--- config.mk ---
export PLATFORM = sky130hd
export DESIGN_NAME = hex_oled_stream
export DESIGN_NICKNAME = d
export VERILOG_FILES = /design/src/rtl/hex_oled_stream.sv
export SDC_FILE = /design/constraint.sdc
export NUM_CORES = 1
export LEC_CHECK = 0
export ABC_AREA = 0
export CORE_ASPECT_RATIO = 0.7
export CORE_MARGIN = 8
export CORE_UTILIZATION = 57
export DETAILED_ROUTE_END_ITERATION = 6
export PLACE_DENSITY = 0.86
export SLEW_MARGIN = 20
export SYNTH_ARGS = -nofsm -noshare
export SYNTH_HDL_FRONTEND = slang
export SYNTH_SLANG_ARGS = --single-unit
export TNS_END_PERCENT = 20
--- constraint.sdc ---
create_clock -name clk -period 8.6 [get_ports clk]
set_input_delay 1.72 -clock clk [delete_from_list [all_inputs] [get_ports clk]]
set_output_delay 1.72 -clock clk [all_outputs]
set_load 0.01 [all_outputs]
--- src/rtl/hex_oled_stream.sv ---
// Streams a multi-field hex snapshot of din to a UART as OLED text frames:
// a home escape, a settle delay, then the hex digits with optional separators.
//
// state | meaning
// IDLE  | between frames; waits for a trigger when ONCHANGE=1
// SNAP  | capture din, clear the pending refresh
// HDR   | send ESC 'G' '@' '@'
// WAIT  | DELAY silent cycles for the display to home
// DATA  | send one hex character per nibble
// SEPC  | send SEP between fields
// DONE  | frame_done pulse
module hex_oled_stream #(
  parameter int          NFIELD   = 4,
  parameter int          DIGITS   = 8,
  parameter int          DELAY    = 65535,
  parameter logic [7:0]  SEP      = 8'h00,
  parameter int          ONCHANGE = 0
) (
  input  logic                       clk,
  input  logic                       rstn,
  input  logic [NFIELD*DIGITS*4-1:0] din,
  input  logic                       refresh,
  output logic [7:0]                 tx_data,
  output logic                       tx_valid,
  input  logic                       tx_ready,
  output logic                       frame_done,
  output logic                       active
);

  localparam int W   = NFIELD * DIGITS * 4;
  localparam int NCH = NFIELD * DIGITS;
  localparam int DW  = (DIGITS > 1) ? $clog2(DIGITS) : 1;
  localparam int FW  = (NFIELD > 1) ? $clog2(NFIELD) : 1;
  localparam logic [DW-1:0] DIG_LAST = DW'(DIGITS - 1);
  localparam logic [FW-1:0] FLD_LAST = FW'(NFIELD - 1);
  localparam logic [15:0]   DLY_LOAD = 16'(DELAY - 1);

  typedef enum logic [2:0] {
    S_IDLE, S_SNAP, S_HDR, S_WAIT, S_DATA, S_SEPC, S_DONE
  } state_t;

  state_t          state, state_nxt;
  logic [1:0]      hdr_cnt;
  logic [15:0]     dly_cnt;
  logic [DW-1:0]   dig;
  logic [FW-1:0]   fld;
  logic [W-1:0]    snap;
  logic            pending;
  logic            first_frame;
  logic [3:0]      nib;
  logic [7:0]      hex_char;

  // Character k counts from the MSB end of the snapshot: field 0, MSB nibble first.
  always_comb begin
    nib = 4'h0;
    for (int k = 0; k < NCH; k++) begin
      if (k == int'(fld) * DIGITS + int'(dig)) nib = snap[W-1-4*k -: 4];
    end
  end

  assign hex_char = (nib < 4'd10) ? (8'h30 + {4'h0, nib}) : (8'h37 + {4'h0, nib});

  always_ff @(posedge clk) begin
    if (!rstn) state <= S_IDLE;
    else       state <= state_nxt;
  end

  always_comb begin
    state_nxt  = state;
    tx_valid   = 1'b0;
    tx_data    = 8'h00;
    frame_done = 1'b0;
    active     = 1'b1;
    case (state)
      S_IDLE: begin
        active = 1'b0;
        if (ONCHANGE == 0 || din != snap || pending || first_frame) state_nxt = S_SNAP;
      end
      S_SNAP: state_nxt = S_HDR;
      S_HDR: begin
        tx_valid = 1'b1;
        case (hdr_cnt)
          2'd0:    tx_data = 8'h1B;
          2'd1:    tx_data = 8'h47;
          default: tx_data = 8'h40;
        endcase
        if (tx_ready && hdr_cnt == 2'd3) state_nxt = S_WAIT;
      end
      S_WAIT: begin
        if (dly_cnt == 16'd0) state_nxt = S_DATA;
      end
      S_DATA: begin
        tx_valid = 1'b1;
        tx_data  = hex_char;
        if (tx_ready && dig == DIG_LAST) begin
          if (fld == FLD_LAST)   state_nxt = S_DONE;
          else if (SEP != 8'h00) state_nxt = S_SEPC;
        end
      end
      S_SEPC: begin
        tx_valid = 1'b1;
        tx_data  = SEP;
        if (tx_ready) state_nxt = S_DATA;
      end
      S_DONE: begin
        frame_done = 1'b1;
        active     = 1'b0;
        state_nxt  = S_IDLE;
      end
      default: begin
        active    = 1'b0;
        state_nxt = S_IDLE;
      end
    endcase
  end

  always_ff @(posedge clk) begin
    if (!rstn) begin
      hdr_cnt     <= 2'd0;
      dly_cnt     <= 16'd0;
      dig         <= '0;
      fld         <= '0;
      snap        <= '0;
      pending     <= 1'b0;
      first_frame <= 1'b1;
    end else begin
      // A refresh landing in SNAP is served by the frame being captured.
      if (state == S_SNAP) begin
        snap        <= din;
        pending     <= 1'b0;
        first_frame <= 1'b0;
        hdr_cnt     <= 2'd0;
        dig         <= '0;
        fld         <= '0;
      end else if (refresh && ONCHANGE != 0) begin
        pending <= 1'b1;
      end

      if (state == S_HDR && tx_ready) hdr_cnt <= hdr_cnt + 2'd1;

      if (state == S_HDR && tx_ready && hdr_cnt == 2'd3) dly_cnt <= DLY_LOAD;
      else if (state == S_WAIT && dly_cnt != 16'd0)      dly_cnt <= dly_cnt - 16'd1;

      if (state == S_DATA && tx_ready) begin
        if (dig == DIG_LAST) begin
          dig <= '0;
          if (fld != FLD_LAST) fld <= fld + 1'b1;
        end else begin
          dig <= dig + 1'b1;
        end
      end
    end
  end

endmodule

Word-level counts from Yosys, hierarchy flattened. Cells that the tools add are included.

Flip-flop bits (word level): 154. Bits in latches: 0. Memory bits (writable): 0. ROM bits: 0. Input port bits: 132. Output and inout bits: 11. Word-level logic and storage cells: 136. Memories: 0.

$add $sub $neg: 7. Multipliers: 0. Divide/modulo/power cells: 0. Magnitude comparators: 1. Equality and inequality tests: 47. Shifts and indexed selects: 0. Muxes and demuxes: 55. Bitwise operators: 1. Reductions and logical operators: 18.

Operators by type and width (count): 6-bit by 32-bit equality test with 1-bit output (first input constant) (15); 5-bit by 32-bit equality test with 1-bit output (first input constant) (8); 4-bit by 32-bit equality test with 1-bit output (first input constant) (4); 4-bit two-way mux (32); 3-bit by 32-bit equality test with 1-bit output (first input constant) (2); 2-bit by 32-bit equality test with 1-bit output (first input constant) (1); 32-bit zero test (1); 16-bit two-way mux (2); 7-bit one-hot mux with 2 select lines (2); 3-bit two-way mux (8); 3-bit one-hot mux with 6 select lines (1); 16-bit zero test (1); 16-bit nonzero test (1); 16-bit by 1-bit subtractor with 16-bit output (second input constant) (1); 6-bit by 4-bit adder with 7-bit output (first input constant) (2); 3-bit equality test (second input constant) (4); 2-bit two-way mux (6); 2-bit inequality test (second input constant) (6); 7-bit two-way mux (1); 5-bit by 3-bit adder with 6-bit output (1); 3-bit by 2-bit equality test with 1-bit output (second input constant) (2); 5-bit by 6-bit equality test with 1-bit output (first input constant) (1); 1-bit logical AND (6); 2-bit nonzero test (3); other kinds (14) (18).

Depth between registers and ports, before layout. Gate-level depths: netlist of the first run.

Depth in word-level cells: 37. Depth in mapped cells: 17. Mapped depth without buffers: 14.

Worst setup path before layout of the first run. OpenSTA, ideal clock, no wires.

Path type: reg-to-output. Start point: reg dig[0]. End point: out tx_data[2]. Data arrival time: 2762 ps. Required time: 6880 ps. Slack: 4118 ps. Cell stages (with the launch flop): 17. Path buffers: 2. Cells stage by stage: dfxtp_1 > inv_1 > ha_1 > buf_2 > inv_1 > clkbuf_1 > nor3_1 > a22oi_1 > nor2_1 > a221oi_1 > nand2_1 > o21ai_1 > ha_1 > inv_1 > nor4_1 > nand2b_1 > a22o_1.

Cells in the longest elaborated chain, start to end: 37. Elaborated cells between the ends (all ways): 70. Those cells by class: add/sub (3); order compare (1); eq/ne (31); mux (34); reduce/logical (1).

RTL lines: start: declaration (line 45) `logic [DW-1:0] dig;`; start signal: assignment (line 149) `dig <= dig + 1'b1;`; 5-bit by 3-bit adder with 6-bit output (*) (line 57) `if (k == int'(fld) * DIGITS + int'(dig)) nib = snap[W-1-4*k -: 4];`; 32-bit zero test (line 57); 4-bit two-way mux (31 in a row) (line 57); 4-bit two-way mux (*) (line 57); 6-bit by 4-bit adder with 7-bit output / 4-bit less-than comparator (equally long branches) (line 61) `assign hex_char = (nib < 4'd10) ? (8'h30 + {4'h0, nib}) : (8'h37 + {4'h0, nib});`; 7-bit two-way mux (*) (line 61); 7-bit one-hot mux with 2 select lines (*) (line 74) `case (state)`; end: declaration (line 23) `output logic [7:0] tx_data,`.

Mark *: on every way between the ends. The rest lies on a longest branch, timed or not.

Final worst setup path of the first run. Ends and elaborated chain as after synthesis.

==> load_flow_metrics.sql, run 1 <==
INSERT INTO impl_metrics (metric_group, metric, value, unit) VALUES
('power', 'p_leak', '0.00343', 'uW'),
('logic_synthesis', 'netlist-cell-type-count', '78', ''),
('sta', 'finalCritPeriodShare', '76.9', '%'),
('power', 'power.internal', '1550', 'uW'),
('logic_synthesis', 'number_of_nets_in_the_synthesized_netlist', '1230', ''),
('sta', 'worst_clock_skew', '8.65', 'ps'),
('routing', 'route.detailed.wl_per_inst', '17.6', 'um'),
('floorplanning', 'die_h', '114', 'um'),
('routing', 'drt-pass1-iter-count', '7', ''),
('placement', 'dp_cells', '1340', ''),
('power', 'worst_ir_drop_vdd', '0.000131', 'V'),
('critical_path', 'crit_path_max_fanout', '21', ''),
('logic_synthesis', 'synth.yosys.seq_area_share', '39.2', '%'),
('logic_synthesis', 'synth_edf_count', '0', ''),
('sta', 'setup_total_negative_slack', '0', 'ps'),
('logic_synthesis', 'synth.mux.area_fraction', '0.254', '%'),
('logic_synthesis', 'ys_async_sr_fraction', '0', '%'),
('logic_synthesis', 'syn-instance-count', '1086', ''),
('routing', 'drt-vias-per-instance', '5.98', ''),
('logic_synthesis', 'synthesis.yosys.warnings', '0', ''),
('floorplanning', 'die_w', '156', 'um'),
('finish', 'num_antenna_cells', '0', ''),
('power', 'power.share.sequential', '41.0', '%'),
('routing', 'postRouteAntennaNets', '0', ''),
('logic_synthesis', 'yosys.cell_count.top_type', 'nand2_1', ''),
('critical_path', 'timing.critical_path.from_type', 'register', ''),
('floorplanning', 'die_area', '17900', 'um^2'),
('run_status', 'run_status', 'complete, no violations', ''),
('critical_path', 'r2r-end', 'dly_cnt[14]', ''),
('clock_network', 'post_cts_resized', '0', ''),
('power', 'netSwitchingPower', '870', 'uW'),
('clock_network', 'cts_buffers', '17', ''),
('placement', 'place_hpwl', '16200', 'um'),
('critical_path', 'crit_type', 'register to primary output', ''),
('logic_synthesis', 'syn-cell-area', '7870', 'um^2'),
('routing', 'drcViolationCount', '0', ''),
('critical_path', 'arrival', '4900', 'ps'),
('logic_synthesis', 'synth_common_cells', '308 x nand2_1, 179 x a21oi_1, 154 x dfxtp_1, 57 x clkbuf_1, 39 x nor2_1', ''),
('sta', 'min_period', '6620', 'ps'),
('logic_synthesis', 'xor_and_xnor_fraction_of_the_mapped_netlist_area', '1.45', '%'),
('critical_path', 'timing.reg2reg.worst_path_depth', '9', ''),
('finish', 'area_growth', '24.6', '%'),
('global_routing', 'global_route.overflow_total', '0', ''),
('clock_network', 'cts_sinks', '154', ''),
('finish', 'fin_nets', '1313', ''),
('logic_synthesis', 'synth_top_area_share', '39.2', '%'),
('clock_network', 'insertion_delay', '420', 'ps'),
('floorplanning', 'io_pins', '143', ''),
('clock_network', 'clock_path_buffers', '2', ''),
('logic_synthesis', 'synth.avg_cell_area', '7.25', 'um^2'),
('logic_synthesis', 'number_of_synthesized_register_bits', '154', ''),
('sta', 'worst_pin_slew', '1080', 'ps'),
('finish', 'final-instance-count-excl-fill', '1372', ''),
('power', 'pwr-share-clk', '30.1', '%'),
('power', 'power.share.switching', '35.9', '%'),
('global_routing', 'initial_antenna_violation_count', '0', ''),
('sta', 'max_freq', '151', 'MHz'),
('clock_network', 'cts.reportedPaths.clkPinSlew', '70', 'ps'),
('power', 'fin_total_pwr', '2420', 'uW'),
('sta', 'timing.final.max_slew_violations', '0', ''),
('logic_synthesis', 'synth_top_cell_by_area', 'dfxtp_1', ''),
('sta', 'setup-violations-final', '0', ''),
('global_routing', 'grt_pass1_vias', '7720', ''),
('global_routing', 'grt_usage', '26.8', '%'),
('clock_network', 'cts-htree-levels', '4', ''),
('logic_synthesis', 'synth_compound_area_share', '24.6', '%'),
('placement', 'port_buffers', '140', ''),
('logic_synthesis', 'ys_top_cells_by_area', 'dfxtp_1 39%, nand2_1 15%, a21oi_1 11%', ''),
('sta', 'slew_headroom', '28.2', '%'),
('floorplanning', 'rows', '36', ''),
('clock_network', 'cts_tree', 'done', '');
## worst min-delay path by stage
| stage | endpoint | slack (ps) | depth (start not counted) |
|---|---|---|---|
| 2_1_floorplan | snap[101] | 430 | 2 |
| 3_5_place_dp | snap[89] | 450 | 2 |
| 6_report | snap[75] | 460 | 2 |
| 5_1_grt | snap[103] | 470 | 2 |
| 4_1_cts | snap[97] | 460 | 2 |
| 3_3_place_gp | snap[24] | 440 | 2 |
## power groups by stage
stage          sequential, uW  clock, uW  combinational, uW
6_report                  994        729                698
5_1_grt                  1010        765                782
4_1_cts                   987        731                694
3_5_place_dp              998          0                686
3_3_place_gp              994          0                669
2_1_floorplan             944          0                499
## metal layers
metal,vias up,GRT usage (%),routed length [um]
met2,461,39.8,10500
met3,67,9.13,2820
met5,-,0,0
met4,0,7.98,492
met1,3760,36.0,10300
li1,3918,-,-
## through the flow
stage | utilization [%] | hold slack, ps | cell area [um^2] | setup slack [ps]
after floorplan | - | 431 | 7870 | 4120
final | 71.6 | 458 | 9810 | 1980
after global routing | 71.6 | 469 | 9810 | 1730
after global placement | 67.4 | 443 | 9230 | 2620
after CTS | 71.6 | 458 | 9810 | 2070
after detailed placement | 67.4 | 449 | 9230 | 2560
## cells by family after synthesis
family                   after synthesis
XOR/XNOR                              13
buffers and inverters                110
multiplexers                           2
AND/OR/NAND/NOR                      473
adder cells (fa/ha/maj)               12
other                                  1
AO/OA/AOI/OAI                        321
flip-flops                           154
## cell usage in the layout (no fill, tap or decap), types with 5 or more instances in the layout
cell type        count
o221ai_1             5
a21o_1               7
nand3b_1             5
dfxtp_1            154
nand2_1            307
inv_1               23
buf_4                9
nor4_1              11
a31oi_1             13
nor3_1              19
nand3_1             18
o21ai_0             34
or2_2                5
clkdlybuf4s50_1    140
nor2b_1             17
xnor2_1              9
ha_1                12
o32ai_1              5
o22ai_1              8
a21oi_1            179
a211oi_1             8
o31ai_1              5
nand2b_1            11
clkbuf_16           17
nor2_1              39
or3_1                5
a221oi_1             7
## critical path: stages (launching register included)
cell and delay, ps:
dfxtp_1 410, inv_1 90, ha_1 510, inv_1 620, o21a_1 190, a221oi_1 70
a2111oi_0 790, o21ai_1 230, a21oi_1 240, o21ai_1 150, ha_1 220, inv_1 70
nor4_1 50, nand2b_1 160, a22o_1 180, clkdlybuf4s50_1 490
## cell type report
cell class	instances	area, um^2
timing repair buffer	149	1470
clock buffer	19	443
sequential	154	3080
clock inverter	13	134
multi-input combinational	822	4340
tap	190	238
inverter	25	96.3
fill	1123	3890
## flip-flops by register name, indices dropped and copies added, names as in the netlist
signal and cells:
dig 3, snap 128, fld 2, hdr_cnt 2
dly_cnt 16, state 3
No activity file was read; power rests on OpenSTA's default activity.
==> inputs of run 2 (changes only) <==
CORE_UTILIZATION = 53   (was 57)
PLACE_DENSITY = 0.81   (was 0.86)
clock period = 6.8 ns   (was 8.6 ns; I/O delays follow)
==> run 2 against run 1 <==
Effect of this change: power up 29%; critical path depth shrank 4; final area grew 0.78%; via count fell by 1.0%; core utilization decreased by 4.1 points; clock skew is 2.4 ps lower; critical path type unchanged.
==> load_flow_metrics.sql, run 2 (synthesis results as in run 1) <==
INSERT INTO impl_metrics (metric_group, metric, value, unit) VALUES
('global_routing', 'global_route.overflow_total', '0', ''),
('clock_network', 'postCtsHoldBufs', '0', ''),
('clock_network', 'cts.repair_timing.setup_buffer_count', '0', ''),
('critical_path', 'crit_type', 'register to primary output', ''),
('finish', 'post-route-cell-area', '9880', 'um^2'),
('critical_path', 'slowest_delay', '1000', 'ps'),
('critical_path', 'setup.worst_path.end_class', 'primary output', ''),
('finish', 'largestRegisters', 'snap x128, dly_cnt x16', ''),
('finish', 'layout.cells.most_common_list', '307 x nand2_1, 179 x a21oi_1, 154 x dfxtp_1', ''),
('finish', 'largest_register_ff_count', '128', ''),
('critical_path', 'crit_cells', '11', ''),
('routing', 'detail_route.iter0.violations', '984', ''),
('finish', 'final_layout_size_suffix_gt1_share', '5.14', '%'),
('floorplanning', 'placeableCoreArea', '14600', 'um^2'),
('sta', 'min_period', '6010', 'ps'),
('placement', 'place_hpwl', '16700', 'um'),
('routing', 'routed-via-count', '8123', ''),
('placement', 'placedInstanceArea', '9270', 'um^2'),
('critical_path', 'r2r_path_start', 'dly_cnt[7]', ''),
('sta', 'finalCritPeriodShare', '88.3', '%'),
('critical_path', 'r2r-end', 'dly_cnt[14]', ''),
('global_routing', 'grt_usage', '24.7', '%'),
('floorplanning', 'die_w', '162', 'um'),
('critical_path', 'critPathBufInv', '2', ''),
('critical_path', 'timing.critical_path.to', 'tx_data[0]', ''),
('sta', 'worst_pin_slew', '1030', 'ps'),
('critical_path', 'critical_path.startpoint', 'dig[2]', ''),
('placement', 'port_buffers', '140', ''),
('sta', 'max_freq', '167', 'MHz'),
('run', 'cap_violations', '0', ''),
('critical_path', 'critical_path.top_delay_family', 'compound AO/OA/AOI/OAI gates', ''),
('finish', 'fin_nets', '1317', ''),
('power', 'worst_ir_drop_vdd', '0.000224', 'V'),
('clock_network', 'cts_buffers', '17', ''),
('critical_path', 'crit_path_max_fanout', '36', ''),
('sta', 'setup-violations-final', '0', ''),
('power', 'p_per_area', '316', 'nW/um^2'),
('critical_path', 'required', '5440', 'ps'),
('floorplanning', 'io_pins', '143', ''),
('floorplanning', 'rows', '37', ''),
('sta', 'slew_headroom', '31.3', '%'),
('clock_network', 'post_cts_resized', '0', ''),
('critical_path', 'worst-r2r-setup-slack', '4170', 'ps'),
('hold_path', 'worst_hold_path_type', 'register to register', ''),
('run_status', 'run_status', 'complete, no violations', ''),
('clock_network', 'cts.reportedPaths.clkPinSlew', '60', 'ps'),
('routing', 'route.detailed.wl_per_inst', '17.5', 'um'),
('finish', 'layout.filler_cells', '1258', ''),
('sta', 'timing_hold_violations_final', '0', ''),
('finish', 'regMostFlops', 'snap', ''),
('routing', 'route.final.wire_length', '24100', 'um'),
('routing', 'postRouteAntennaNets', '0', ''),
('critical_path', 'arrival', '4650', 'ps'),
('routing', 'drt-vias-per-instance', '5.88', ''),
('power', 'p_leak', '0.00347', 'uW'),
('floorplanning', 'die_h', '118', 'um'),
('critical_path', 'timing.critical_path.cells', 'buf_4 -> and2b_1 -> nand2_1 -> nor3_1 -> a221o_1 -> a2111oi_1 -> a21o_1 -> a21oi_2 -> xor2_1 -> o31ai_2 -> clkdlybuf4s50_1', ''),
('floorplanning', 'initial_utilization', '53.8', '%'),
('critical_path', 'crit_slowest_cell', 'dfxtp_1', ''),
('routing', 'drcViolationCount', '0', ''),
('global_routing', 'initial_antenna_violation_count', '0', ''),
('sta', 'unrepaired_setup_endpoints_after_global_routing', 'no', ''),
('finish', 'footprint_of_the_multi_input_gates', '4340', 'um^2'),
('clock_network', 'insertion_delay', '420', 'ps'),
('placement', 'finalWeightedCongestion', '0.936', ''),
('sta', 'timing.final.max_slew_violations', '0', ''),
('global_routing', 'grt_first_pass_wirelength', '38700', 'um'),
('finish', 'area_growth', '25.5', '%'),
('global_routing', 'grt_pass1_vias', '7596', ''),
('sta', 'setup_total_negative_slack', '0', 'ps'),
('clock_network', 'cts-htree-levels', '4', ''),
('clock_network', 'cts_sinks', '154', ''),
('critical_path', 'timing.critical_path.from_type', 'register', ''),
('critical_path', 'timing.reg2reg.worst_path_depth', '9', ''),
('clock_network', 'cts_tree', 'done', ''),
('finish', 'sequential_cell_area', '3080', 'um^2'),
('routing', 'drt-pass1-iter-count', '5', ''),
('finish', 'num_antenna_cells', '0', ''),
('clock_network', 'clock-root-buffer', 'clkbuf_16', ''),
('global_routing', 'grt_max_degree', '92', ''),
('finish', 'mostFrequentLayoutCell', 'nand2_1', ''),
('clock_network', 'clock_path_buffers', '2', ''),
('finish', 'final_core_utilization', '67.6', '%'),
('floorplanning', 'die_area', '19100', 'um^2'),
('sta', 'worst_clock_skew', '6.29', 'ps');
## run 2: report_power, final
part / internal, uW / switching, uW
Combinational: 343 / 530
Clock: 601 / 391
Sequential: 1100 / 159
Total: 2040 / 1080
## run 2: per-stage QoR
stage          total power (uW)  std cells  worst slack, ps  hold WS [ps]
2_1_floorplan              1820       1086             2680           431
3_3_place_gp               2110       1349             1340           442
3_5_place_dp               2130       1349             1340           448
4_1_cts                    3120       1381              882           456
5_1_grt                    3290       1381              612           473
6_report                   3120       1381              795           456
## run 2: worst min-delay path, cell delays in order, from the launching register on
cell and delay (ps):
dfxtp_1 310, nand2_1 50, a21oi_1 50
## run 2: cell type report
class | instances | area share, %
clock buffer | 20 | 4.62
clock inverter | 12 | 1.62
inverter | 25 | 0.975
multi-input combinational | 822 | 43.9
sequential | 154 | 31.2
tap | 195 | 2.47
timing repair buffer | 153 | 15.2
## run 2: worst min path at each step
| stage | cells after the start | from | to |
|---|---|---|---|
| finish | 2 | snap[68] | snap[68] |
| global route | 2 | snap[68] | snap[68] |
| CTS | 2 | snap[101] | snap[101] |
| detailed placement | 2 | snap[101] | snap[101] |
| global placement | 2 | snap[25] | snap[25] |
| floorplan | 2 | snap[101] | snap[101] |
## run 2: metal layers
metal  part of all wire (%)  global-route usage (%)  vias to the layer above
met5                      0                       0                        -
met4                    1.6                    7.38                        0
met3                    9.8                    6.01                       37
met2                     43                    36.3                      396
met1                     46                    34.9                     3757
li1                       -                       -                     3933
